### config.mk
export PLATFORM = sky130hd
export DESIGN_NAME = midi_tx
export DESIGN_NICKNAME = d
export VERILOG_FILES = /design/src/rtl/midi_pkg.sv /design/src/rtl/baud_divider.sv /design/src/rtl/midi_tx.sv
export SDC_FILE = /design/constraint.sdc
export NUM_CORES = 1
export LEC_CHECK = 0
export BUFFER_PORTS_ARGS = -buffer_cell sky130_fd_sc_hd__buf_2
export CAP_MARGIN = 20
export CORE_AREA = 3 3 64 66
export CTS_CLUSTER_DIAMETER = 60
export DETAILED_ROUTE_END_ITERATION = 8
export DIE_AREA = 0 0 67 69
export HOLD_SLACK_MARGIN = 0.08
export RECOVER_POWER = 50
export SLEW_MARGIN = 25
export SYNTH_ARGS = -nofsm -noshare
export SYNTH_HDL_FRONTEND = slang
export SYNTH_HIERARCHICAL = 1
export SYNTH_SLANG_ARGS = --single-unit
### constraint.sdc
create_clock -name clock -period 2.2 [get_ports clock]
set_input_delay 0.44 -clock clock [delete_from_list [all_inputs] [get_ports clock]]
set_output_delay 0.44 -clock clock [all_outputs]
set_load 0.005 [all_outputs]
### src/rtl/midi_pkg.sv
// Shared definitions for the MIDI serial port: FSM state encoding and
// frame/baud constants used by the transmitter and receiver.
package midi_pkg;

    typedef enum logic [1:0] {
        ST_IDLE  = 2'd0,
        ST_START = 2'd1,
        ST_DATA  = 2'd2,
        ST_STOP  = 2'd3
    } tx_state_t;

    localparam int MIDI_BAUD       = 31250;
    localparam int DATA_BITS       = 8;
    localparam int DEFAULT_DIVISOR = 32;

endpackage

### src/rtl/baud_divider.sv
// Bit-period timer: counts 0..DIVISOR-1 and flags the last cycle of each bit.
// restart forces the count back to 0 so a new frame starts on a clean boundary.
module baud_divider
    import midi_pkg::*;
#(
    parameter int DIVISOR = DEFAULT_DIVISOR
) (
    input  logic clock,
    input  logic reset,
    input  logic restart,
    output logic tick
);

    localparam int              CW   = $clog2(DIVISOR);
    localparam logic [CW-1:0]   LAST = CW'(DIVISOR - 1);

    logic [CW-1:0] count_reg;
    logic [CW-1:0] count_next;

    assign tick = (count_reg == LAST);

    always_comb begin
        count_next = count_reg + CW'(1);
        if (restart || tick) begin
            count_next = '0;
        end
    end

    always_ff @(posedge clock) begin
        if (reset) begin
            count_reg <= '0;
        end else begin
            count_reg <= count_next;
        end
    end

endmodule

### src/rtl/midi_tx.sv
// MIDI 8N1 transmitter with a holding register in front of the shift register,
// so the next byte can be queued while the current frame is on the wire.
module midi_tx
    import midi_pkg::*;
#(
    parameter int DIVISOR   = DEFAULT_DIVISOR,
    parameter int STOP_BITS = 1
) (
    input  logic       clock,
    input  logic       reset,
    input  logic       enable,
    input  logic [7:0] d,
    input  logic       irq_en,
    output logic       txd,
    output logic       tdre,
    output logic       busy,
    output logic       irq
);

    tx_state_t  state_reg, state_next;
    logic [7:0] hold_reg, hold_next;
    logic [7:0] shift_reg, shift_next;
    logic       hold_full_reg, hold_full_next;
    logic [2:0] bit_cnt_reg, bit_cnt_next;
    logic       irq_reg;

    logic tick;
    logic accept;
    logic last_stop;
    logic transfer;
    logic shift_en;
    logic baud_restart;

    assign accept    = enable && !hold_full_reg;
    assign last_stop = (state_reg == ST_STOP) && tick && (bit_cnt_reg == 3'(STOP_BITS - 1));
    // A queued byte moves to the shifter either from idle or exactly at the
    // end of the final stop bit, which is what makes frames gapless.
    assign transfer  = hold_full_reg && ((state_reg == ST_IDLE) || last_stop);
    assign shift_en  = (state_reg == ST_DATA) && tick;
    assign baud_restart = (state_reg == ST_IDLE) || transfer;

    baud_divider #(
        .DIVISOR (DIVISOR)
    ) u_baud (
        .clock   (clock),
        .reset   (reset),
        .restart (baud_restart),
        .tick    (tick)
    );

    // LSB-first shifter; ones are shifted in so the line never sees stale data.
    for (genvar gi = 0; gi < DATA_BITS; gi++) begin : g_shift
        if (gi == DATA_BITS - 1) begin : g_top
            assign shift_next[gi] = transfer ? hold_reg[gi] :
                                    shift_en ? 1'b1 : shift_reg[gi];
        end else begin : g_low
            assign shift_next[gi] = transfer ? hold_reg[gi] :
                                    shift_en ? shift_reg[gi+1] : shift_reg[gi];
        end
    end

    always_comb begin
        hold_next      = hold_reg;
        hold_full_next = hold_full_reg;
        if (transfer) begin
            hold_full_next = 1'b0;
        end else if (accept) begin
            hold_next      = d;
            hold_full_next = 1'b1;
        end
    end

    always_comb begin
        state_next   = state_reg;
        bit_cnt_next = bit_cnt_reg;
        case (state_reg)
            ST_IDLE: begin
                if (transfer) begin
                    state_next = ST_START;
                end
            end
            ST_START: begin
                if (tick) begin
                    state_next   = ST_DATA;
                    bit_cnt_next = 3'd0;
                end
            end
            ST_DATA: begin
                if (tick) begin
                    if (bit_cnt_reg == 3'(DATA_BITS - 1)) begin
                        state_next   = ST_STOP;
                        bit_cnt_next = 3'd0;
                    end else begin
                        bit_cnt_next = bit_cnt_reg + 3'd1;
                    end
                end
            end
            ST_STOP: begin
                if (last_stop) begin
                    state_next   = transfer ? ST_START : ST_IDLE;
                    bit_cnt_next = 3'd0;
                end else if (tick) begin
                    bit_cnt_next = bit_cnt_reg + 3'd1;
                end
            end
            default: begin
                state_next   = ST_IDLE;
                bit_cnt_next = 3'd0;
            end
        endcase
    end

    always_comb begin
        txd = 1'b1;
        case (state_reg)
            ST_START: txd = 1'b0;
            ST_DATA:  txd = shift_reg[0];
            default:  txd = 1'b1;
        endcase
    end

    always_ff @(posedge clock) begin
        if (reset) begin
            state_reg     <= ST_IDLE;
            hold_reg      <= 8'h00;
            shift_reg     <= 8'h00;
            hold_full_reg <= 1'b0;
            bit_cnt_reg   <= 3'd0;
            irq_reg       <= 1'b0;
        end else begin
            state_reg     <= state_next;
            hold_reg      <= hold_next;
            shift_reg     <= shift_next;
            hold_full_reg <= hold_full_next;
            bit_cnt_reg   <= bit_cnt_next;
            irq_reg       <= irq_en && !hold_full_reg;
        end
    end

    assign tdre = !hold_full_reg;
    assign busy = (state_reg != ST_IDLE);
    assign irq  = irq_reg;

endmodule

; Yosys cells after proc, flatten, opt, wreduce, memory -nomap -nowiden
; Index checks and enable logic that the tools add are counted.
[word_totals]
input_bits = 12
reg_bits = 28
wordCells = 71
[classes]
bitwise_logic = 1
addsub = 2
n_reduce_logical = 20
n_eq_ne = 11
muxes = 30
[ops]
columns = operator, count
row1 = $mux W1, 17
row2 = $mux W3, 5
row3 = $mux W2, 5
row4 = $pmux W3 S3, 1
row5 = $ne A2 B2 Y1 const B, 4
row6 = $pmux W2 S4, 1
row7 = $logic_and A1 B1 Y1, 6
row8 = $add A5 B1 Y5 const B, 1
row9 = $eq A5 B5 Y1 const B, 1
row10 = $reduce_and A5 Y1, 1
row11 = $eq A2 B2 Y1 const B, 2
row12 = $reduce_and A4 Y1, 1
row13 = $reduce_bool A2 Y1, 2
row14 = $reduce_or A2 Y1, 2
row15 = $add A3 B1 Y3 const B, 1
row16 = $eq A3 B3 Y1 const B, 1
row17 = $logic_not A3 Y1, 1
row18 = $logic_or A1 B1 Y1, 3
row19 = $ne A3 B3 Y1 const B, 1
row20 = $reduce_bool A3 Y1, 1
row21 = $eq A2 B1 Y1 const B, 1
row22 = $logic_not A2 Y1, 1
row23 = $ne A2 B1 Y1 const B, 1
row24 = $pmux W1 S2, 1
row25 = 3 further kinds, 3

; Logic depth before layout (Yosys ltp)
; Gate-level depths: netlist of the first run.
[logic_depth]
ltp_word = 8
mapped_depth = 9

; By module
; The synthesis of the first run kept the hierarchy.
[modules_own_cells]
columns = module, instances, cells_per_inst, area_per_inst_um2
row1 = midi_tx, 1, 129, 1196.1
row2 = baud_divider, 1, 18, 209.0

; Least setup slack after synthesis of the first run
; OpenSTA, ideal clock, no wires.
[synth_timing]
path_kind = reg-to-reg
startpoint = register u_baud.count_reg[0]
endpoint = register u_baud.count_reg[3]
path_buffers = 1
t_arrival_ps = 2065
path_stages_with_launch = 10
path_slack_ps = 77
cell_sequence = dfxtp_1 ha_1 and3_2 ha_1 and4b_1 o21ai_4 buf_8 nand2_1 nor4b_2 mux2_1
[synth_between]
elab_chain_cells = 8
[synth_rtl]
columns = item, line_no
row1 = "start, declared", baud_divider.sv:17  ; logic [CW-1:0] count_reg;
row2 = "start signal, assigned", baud_divider.sv:33  ; count_reg <= count_next;
row3 = $eq A5 B5 Y1, baud_divider.sv:20  ; assign tick = (count_reg == LAST);
row4 = via tick, midi_tx.sv:27  ; logic tick;
row5 = $logic_and A1 B1 Y1 (2 in series), midi_tx.sv:35  ; assign last_stop = (state_reg == ST_STOP) && tick && (bit_cnt_reg == 3'(STOP_BITS - 1));
row6 = $logic_or A1 B1 Y1, midi_tx.sv:38  ; assign transfer = hold_full_reg && ((state_reg == ST_IDLE) || last_stop);
row7 = $logic_and A1 B1 Y1, midi_tx.sv:38
row8 = $logic_or A1 B1 Y1, midi_tx.sv:40  ; assign baud_restart = (state_reg == ST_IDLE) || transfer;
row9 = via baud_restart, midi_tx.sv:32  ; logic baud_restart;
row10 = $logic_or A1 B1 Y1, baud_divider.sv:24  ; if (restart || tick) begin
row11 = $reduce_or A2 Y1 (no source line), -
; The timed path passes the listed nets, and every way through them passes these cells.
; A chain may end at the register's enable or synchronous reset.

; Worst setup path in the final report of the first run
[layout_timing]
startpoint = register u_baud.count_reg[0]
endpoint = register u_baud.count_reg[1]
; The elaborated chain is that of the path after synthesis.

==> results of run 1 <==
-- through the flow --
stage / std cells / power (uW) / utilization
3_3_place_gp: 208 / 1098 / 0.4225
5_1_grt: 212 / 1608 / 0.4404
6_report: 212 / 1505 / 0.4404
3_5_place_dp: 208 / 1109 / 0.4225
2_1_floorplan: 147 / 1002 / -
4_1_cts: 212 / 1519 / 0.4421
-- area by class of cell --
class                   count  area [um2]
flip-flops and latches     28       560.5
inverters                   8       30.03
well taps                  48       60.06
repair buffers             19       100.1
fillers                   377        2033
multi-input cells         105       778.2
clock buffers               3       41.29
clock inverters             1       30.03
-- repair_timing --
item                       in CTS  in global routing
setup endpoints to repair       0                  1
hold endpoints to repair        0                  0
gates resized for setup         0                  1
-- cells by family after synthesis --
| family | after synthesis | share of synthesized area |
|---|---|---|
| buffers and inverters | 14 | 0.04630 |
| xor gates and xnor gates | 1 | 0.006234 |
| adders and majority gates | 10 | 0.08905 |
| and+or+nand+nor | 61 | 0.2271 |
| DFF | 28 | 0.3989 |
| AOI/OAI and AO/OA | 23 | 0.1603 |
| muxes | 10 | 0.07213 |
-- worst max path at each step --
| stage | startpoint | endpoint | slack, ps |
|---|---|---|---|
| 4_1_cts | state_reg[0] | txd | 80 |
| 6_report | u_baud/count_reg[0] | u_baud/count_reg[1] | 170 |
| 2_1_floorplan | u_baud/count_reg[0] | u_baud/count_reg[3] | 80 |
| 3_3_place_gp | u_baud/count_reg[0] | shift_reg[4] | 280 |
| 5_1_grt | u_baud/count_reg[0] | shift_reg[4] | 20 |
| 3_5_place_dp | u_baud/count_reg[0] | shift_reg[5] | 180 |
-- placed cells by master (no fill, tap or decap), drive strengths merged, types with 2 or more instances in the layout --
cell	synthesis	final
nor2b	2	2
inv	8	8
nand2	14	14
and2	3	3
dfxtp	28	28
ha	10	10
mux2i	9	9
nor3	3	3
a21oi	9	9
a311oi	7	7
nand3	9	9
o21ai	2	2
nand2b	2	2
buf	2	17
clkbuf	4	5
nor2	17	17
nor3b	2	2
nor4	2	2
-- cells in the mapped netlist, drive strengths merged --
cell type,count,area share
and3,1,0.0053
or3,1,0.0045
nand2,14,0.037
ha,10,0.089
clkbuf,4,0.011
nor4,2,0.0089
a311oi,7,0.075
o21bai,1,0.0053
xor2,1,0.0062
a21oi,9,0.035
nor3,3,0.018
nand2b,2,0.0089
nor3b,2,0.011
nor2,17,0.045
o32ai,1,0.0062
buf,2,0.014
inv,8,0.021
a31o,1,0.0062
nor4b,1,0.011
nor2b,2,0.0089
and4b,1,0.0071
mux2,1,0.0080
dfxtp,28,0.40
mux2i,9,0.064
o2111ai,1,0.0062
or3b,1,0.0062
and2,3,0.013
a211oi,1,0.0089
nand3b,1,0.0053
nand4,1,0.0045
o21ai,2,0.018
nand3,9,0.032
-- report_power, final --
part / internal [uW] / total [uW] / leakage (uW) / switching, uW
sequential: 578 / 627 / 0.000229 / 49.1
clock: 244 / 405 / 0.0000357 / 161
combinational: 193 / 472 / 0.000382 / 280
-- worst reg2reg max path, stage by stage, from the launching register on --
cell and delay (ps):
dfxtp_1 340, ha_1 220, and3_2 180, ha_1 250
and4b_1 240, o21ai_4 130, nand2_1 140, nor3_1 310
and2_1 170
-- layer usage --
layer	track usage	up-vias	wire (um)
li1	-	550	-
met2	0.1747	13	1206
met3	0.02932	4	85
met5	0	-	0
met1	0.1736	503	1226
met4	0.03378	0	29
==> flow_summary.yaml, run 1 <==
hold_path:
  worstHoldStart: "d[6]"
  holdPathStages: 3
  worst_hold_path_type: "input pin to flip-flop"
  worstHoldEndpoint: "hold_reg[6]"
layout:
  synthToLayoutAreaGrowth_pct: 13.89
  diodes: 0
  fin_area_mm2: 0.001600
  nets: 187
  final_layout_size_suffix_gt1_frac: 0.2256
yosys:
  ys_ff_latch: 28
  netlist_instances: 147
  ys_warn_count: 6
  ys_seq_area_frac: 0.3989
  synth.distinct_cells: 37
  syn_nets: 169
  avgSynthCellArea_um2: 9.558
  syn-cell-area_mm2: 0.001405
routing:
  antenna_left: 0
  vias_per_cell: 5.047
  wire_per_inst_um: 12.02
  vias: 1070
  wirelength_um: 2548
  drcViolationCount: 0
  drtIter0Drc: 51
  firstDrtPassIters: 4
power:
  leakagePower_uw: 0.0006468
  vdd_drop_max_v: 0.0003100
  p_per_area_mw_per_mm2: 940.2
floorplanning:
  io_pins: 16
  die_h_um: 69
  die-area_mm2: 0.004623
  fp.dieW_um: 67
  start_util: 0.3867
  core_area_mm2: 0.003633
  num_rows: 22
critical_path:
  reg2reg_to: "u_baud/count_reg[1]"
  path_common_cell: "ha_1"
  crit_chain: "ha_1 > and3_2 > ha_1 > and4b_1 > o21ai_4 > nand2_1 > nor3_1 > and2_1"
  start_kind: "flip-flop"
  cp_max_fo: 6
  required_ps: 2430
  crit_type: "flip-flop to flip-flop"
  rr_worst_depth: 8
  max_stage_delay_ps: 340
  ff2ff_setup_slack_ps: 170
  path_depth: 8
  regToRegStartpoint: "u_baud/count_reg[0]"
  end_kind: "flip-flop"
  crit_arrival_ps: 2250
  cp_num_buf_inv: 0
  critPathTopFamily: "simple AND/OR/NAND/NOR gates"
  cp_slowest_cell: "dfxtp_1"
timing:
  fin_tns_setup_ps: 0
  fin_crit_ps: 2027
  tightest_slew_ps: 1028
  max_freq_mhz: 493.4
  whs_ps: 391.5
  fin_crit_sh: 0.9213
  rsz0062_at_grt: "false"
  finalMaxSlewViolations: 0
  hold_violations: 0
  setup_viol: 0
  setup_slack_ps: 173.1
  skew_ps: 4.075
  max-slew-margin-rel: 0.3149
clock_tree:
  cts_sinks: 28
  cts_made_buffers: 3
  htree_levels: 1
  cts_root_buf: "clkbuf_8"
  tritoncts: "built"
  hold_buffers: 0
  clock_latency_ps: 280
  clock_path_buffers: 2
  post_cts_buffers: 0
  clkTransAtPathRegs_ps: 100
place:
  place_ws_ps: 184.3
  port_buffers: 15
  dp_hpwl_um: 1856
  placed_cell_area_mm2: 0.001535
  place.gp.congestion: 0.7942
grt:
  grt_pass1_wl_um: 4491
  grt_pass1_vias: 989
  grtUsageTotal: 0.1199
  antenna_found_initial: 0
  grt_max_degree: 20
  grt_overflow: 0
run:
  maxCapViolCount: 0
run_status:
  outcome: "completed"
(Power assumes the default switching activity.)
==> run 2, diff against run 1 <==
--- a/config.mk
+++ b/config.mk
@@ -7,10 +7,10 @@
 export LEC_CHECK = 0
 export BUFFER_PORTS_ARGS = -buffer_cell sky130_fd_sc_hd__buf_2
 export CAP_MARGIN = 20
-export CORE_AREA = 3 3 64 66
+export CORE_AREA = 3 3 81 83
 export CTS_CLUSTER_DIAMETER = 60
 export DETAILED_ROUTE_END_ITERATION = 8
-export DIE_AREA = 0 0 67 69
+export DIE_AREA = 0 0 84 86
 export HOLD_SLACK_MARGIN = 0.08
 export RECOVER_POWER = 50
 export SLEW_MARGIN = 25
==> run 2 against run 1 <==
Net effect: die area is 56% higher; power is 0.17% lower; non-clock buffer count is 1 higher; design area is 2.5% higher; sequential power hardly changed; fmax is 4.0% higher; clock power hardly changed; critical path type unchanged; highest routed layer unchanged.
==> flow_summary.yaml, run 2 (synthesis results as in run 1) <==
critical_path:
  crit_chain: "ha_1 > and3_2 > ha_1 > buf_4 > nand3b_1 > a21oi_2 > nand3_1 > o32ai_1"
  cp_num_buf_inv: 1
  start_kind: "flip-flop"
  cp_slowest_cell: "dfxtp_1"
  max_stage_delay_ps: 360
  crit_type: "flip-flop to flip-flop"
  critPathTopFamily: "compound AO/OA/AOI/OAI gates"
  cp_max_fo: 17
  end_kind: "flip-flop"
  path_common_cell: "ha_1"
  required_ps: 2390
  crit_arrival_ps: 2140
layout:
  mostFrequentLayoutCells: "28 x dfxtp_1, 17 x nor2_1, 15 x buf_2"
  final_common_cell: "dfxtp_1"
  synthToLayoutAreaGrowth_pct: 16.74
  n_fill_cell: 634
  diodes: 0
  nets: 188
  final_layout_size_suffix_gt1_frac: 0.2303
  stdcell_count: 240
timing:
  fin_crit_sh: 0.8861
  tightest_slew_ps: 591.4
  fin_crit_ps: 1949
  max_freq_mhz: 513.0
  skew_ps: 5.582
  setup_slack_ps: 250.6
  max-slew-margin-rel: 0.6057
  setup_viol: 0
  fin_tns_setup_ps: 0
  hold_violations: 0
  finalMaxSlewViolations: 0
  whs_ps: 389.3
  rsz0062_at_grt: "false"
floorplanning:
  num_rows: 28
  io_pins: 16
  start_util: 0.2373
  die-area_mm2: 0.007224
  fp.dieW_um: 84
  die_h_um: 86
  core_area_mm2: 0.005921
grt:
  antenna_found_initial: 0
  grt_pass1_wl_um: 4705
  grt_overflow: 0
  grt_pass1_vias: 1075
  grtUsageTotal: 0.07889
  grt_max_degree: 18
clock_tree:
  tritoncts: "built"
  clkTransAtPathRegs_ps: 100
  cts_made_buffers: 3
  clock_latency_ps: 280
  clock_path_buffers: 2
  postCtsResizedCells: 0
  htree_levels: 1
  hold_buffers: 0
  cts_sinks: 28
  post_cts_buffers: 0
  cts_root_buf: "clkbuf_8"
power:
  vdd_drop_max_v: 0.0004965
  p_per_area_mw_per_mm2: 915.7
  leakagePower_uw: 0.0006566
routing:
  drtIter0Drc: 51
  vias_per_cell: 4.367
  drcViolationCount: 0
  wirelength_um: 2659
  wire_per_inst_um: 11.08
  firstDrtPassIters: 4
  antenna_left: 0
  vias: 1048
place:
  place.gp.congestion: 0.8191
  place_ws_ps: 268.2
  dp_hpwl_um: 1936
  port_buffers: 15
  post-place-cells: 236
run_status:
  outcome: "completed"
hold_path:
  worst_hold_path_type: "input pin to flip-flop"
run:
  maxCapViolCount: 0
run 2: final timing paths:
kind	depth (start not counted)	slack, ps	start	to
setup / recovery	8	250	u_baud/count_reg[0]	state_reg[0]
hold / removal	3	390	d[7]	hold_reg[7]
setup reg to reg	8	250	u_baud/count_reg[0]	state_reg[0]
hold reg to reg	1	470	u_baud/count_reg[0]	u_baud/count_reg[0]
run 2: cell type report:
cell class              instances  area [um2]  share of cell area
multi-input cells             105       775.7              0.4729
clock inverters                 1       30.03             0.01831
clock buffers                   3       41.29             0.02517
inverters                       8       30.03             0.01831
repair buffers                 20       108.9             0.06636
well taps                      75       93.84             0.05721
flip-flops and latches         28       560.5              0.3417
run 2: stage by stage:
stage	total power (uW)	area, um2	util
finish	1502	1640	0.2771
global route	1616	1640	0.2771
CTS	1542	1648	0.2783
detailed placement	1120	1577	0.2663
global placement	1117	1577	0.2663
floorplan	1002	1405	-
run 2: layer usage:
metal	GRT usage	vias to the layer above	routed length, um
met5	0	-	0
li1	-	555	-
met2	0.1323	12	1223
met1	0.09779	477	1321
met4	0.02339	0	34
met3	0.02402	4	80
run 2: worst reg2reg max path: cells and delay by family, from the launching register on:
kind	cells	cell delay, ps
AO/OA/AOI/OAI	2	520
AND/OR/NAND/NOR	3	450
adder cells (fa/ha/maj)	2	330
flip-flops	1	360
buffers and inverters	1	210
run 2: power by group:
group,total [uW],switching (uW),internal (uW)
sequential,626,47.9,578
clock,405,162,244
combinational,471,279,192
==> run 3, diff against run 2 <==
--- a/config.mk
+++ b/config.mk
@@ -7,10 +7,10 @@
 export LEC_CHECK = 0
 export BUFFER_PORTS_ARGS = -buffer_cell sky130_fd_sc_hd__buf_2
 export CAP_MARGIN = 20
-export CORE_AREA = 3 3 81 83
+export CORE_AREA = 2 2 80 82
 export CTS_CLUSTER_DIAMETER = 60
 export DETAILED_ROUTE_END_ITERATION = 8
-export DIE_AREA = 0 0 84 86
+export DIE_AREA = 0 0 82 84
 export HOLD_SLACK_MARGIN = 0.08
 export RECOVER_POWER = 50
 export SLEW_MARGIN = 25
==> run 3 against run 2 <==
Net effect: utilization down 0.92 points; worst setup slack worse by 38 ps; sequential share of layout area up 0.16 points; hold slack better by 9.4 ps.
==> flow_summary.yaml, run 3 (synthesis results as in run 1) <==
clock_tree:
  clock_path_buffers: 2
  clkTransAtPathRegs_ps: 100
  htree_levels: 1
  tritoncts: "built"
  hold_buffers: 0
  post_cts_buffers: 0
  clock_latency_ps: 270
  cts_root_buf: "clkbuf_8"
  cts_sinks: 28
  cts_made_buffers: 3
critical_path:
  ff2ff_setup_slack_ps: 210
  cp_num_buf_inv: 2
  crit_start: "state_reg[0]"
  required_ps: 1760
  crit_type: "flip-flop to output port"
  cp_max_fo: 15
  critPathTopFamily: "adder cells"
  cp_slowest_cell: "ha_2"
  path_depth: 4
  max_stage_delay_ps: 400
  reg2reg_to: "shift_reg[4]"
  rr_worst_depth: 8
  regToRegStartpoint: "u_baud/count_reg[0]"
  end_kind: "output port"
  start_kind: "flip-flop"
  crit_chain: "inv_1 > ha_2 > mux2i_1 > buf_2"
  crit_arrival_ps: 1550
  cp-endpoint: "txd"
timing:
  max-slew-margin-rel: 0.5787
  tightest_slew_ps: 632.0
  fin_crit_ps: 1988
  setup_viol: 0
  fin_crit_sh: 0.9035
  finalMaxSlewViolations: 0
  rsz0062_at_grt: "false"
  hold_violations: 0
  fin_tns_setup_ps: 0
  skew_ps: 4.309
  whs_ps: 398.6
  max_freq_mhz: 503.1
  setup_slack_ps: 212.4
floorplanning:
  die_h_um: 84
  io_pins: 16
  fp.dieW_um: 82
  core_area_mm2: 0.006096
  start_util: 0.2305
  die-area_mm2: 0.006888
  num_rows: 29
power:
  leakagePower_uw: 0.0006448
  power_uw: 1498
  vdd_drop_max_v: 0.0004590
  p_per_area_mw_per_mm2: 917.1
grt:
  grt_pass1_wl_um: 4685
  antenna_found_initial: 0
  grt_overflow: 0
  grt_max_degree: 19
  grtUsageTotal: 0.08645
  grt_pass1_vias: 1029
layout:
  final_layout_size_suffix_gt1_frac: 0.2195
  final_common_cell: "dfxtp_1"
  diodes: 0
  mostFrequentLayoutCells: "28 x dfxtp_1, 17 x nor2_1, 14 x nand2_1, 14 x buf_2"
  nets: 187
  synthToLayoutAreaGrowth_pct: 16.21
routing:
  antenna_left: 0
  wirelength_um: 2712
  wl_met1_um: 1376
  vias: 1068
  drcViolationCount: 0
  wire_per_inst_um: 11.25
  met2_wirelength_um: 1217
  firstDrtPassIters: 4
  top_layer: "met4"
  vias_per_cell: 4.432
  wl_met3_um: 93
  drtIter0Drc: 40
place:
  port_buffers: 15
  place_ws_ps: 201.1
  dp_hpwl_um: 1916
  place.gp.congestion: 0.7869
hold_path:
  worst_hold_path_type: "input pin to flip-flop"
run_status:
  outcome: "completed"
run:
  maxCapViolCount: 0
run 3: changes by cell type in the layout (fill, tap and decap cells not counted), sizes merged:
cell | before | now
clkbuf | 4 | 5
buf | 19 | 17
run 3: power by group:
part / internal [uW] / switching, uW / leakage [uW]
Sequential: 578 / 50.8 / 0.000229
Clock: 243 / 162 / 0.0000357
Combinational: 187 / 276 / 0.000380
run 3: final cells by class:
type | count | area, um2
fill | 647 | 4463
multi-input combinational | 105 | 774.5
sequential | 28 | 560.5
timing repair buffer | 19 | 100.1
tap | 77 | 96.34
clock buffer | 3 | 41.29
clock inverter | 1 | 30.03
inverter | 8 | 30.03
run 3: repair_timing:
item / 4_1_cts / 5_1_grt
setup endpoints to repair: 0 / 1
hold endpoints to repair: 0 / 0
resized for setup: 0 / 1
run 3: routing by layer:
layer,vias up,GRT usage
met5,-,0
met4,0,0.02273
met3,2,0.02489
met2,17,0.1360
met1,496,0.1144
li1,553,-
run 3: through the flow:
step,cell area (um2),cells,util
finish,1633,241,0.2679
global route,1633,241,0.2679
CTS,1643,241,0.2695
detailed placement,1572,237,0.2578
global placement,1572,237,0.2578
floorplan,1405,147,-
run 3: how the worst min path moves through the flow:
stage | start | to | cells past startpoint
after floorplan | u_baud/count_reg[0] | u_baud/count_reg[0] | 1
after global placement | u_baud/count_reg[0] | u_baud/count_reg[0] | 1
after detailed placement | u_baud/count_reg[0] | u_baud/count_reg[0] | 1
after CTS | d[4] | hold_reg[4] | 3
after global routing | d[5] | hold_reg[5] | 3
final | d[4] | hold_reg[4] | 3
run 3: worst reg2reg max path: cells and delay by family, from the launching register on:
kind | cells | cell delay, ps
DFF | 1 | 340
adders and majority gates | 2 | 440
AOI/OAI and AO/OA | 2 | 360
buffers and inverters | 1 | 270
and+or+nand+nor | 3 | 510
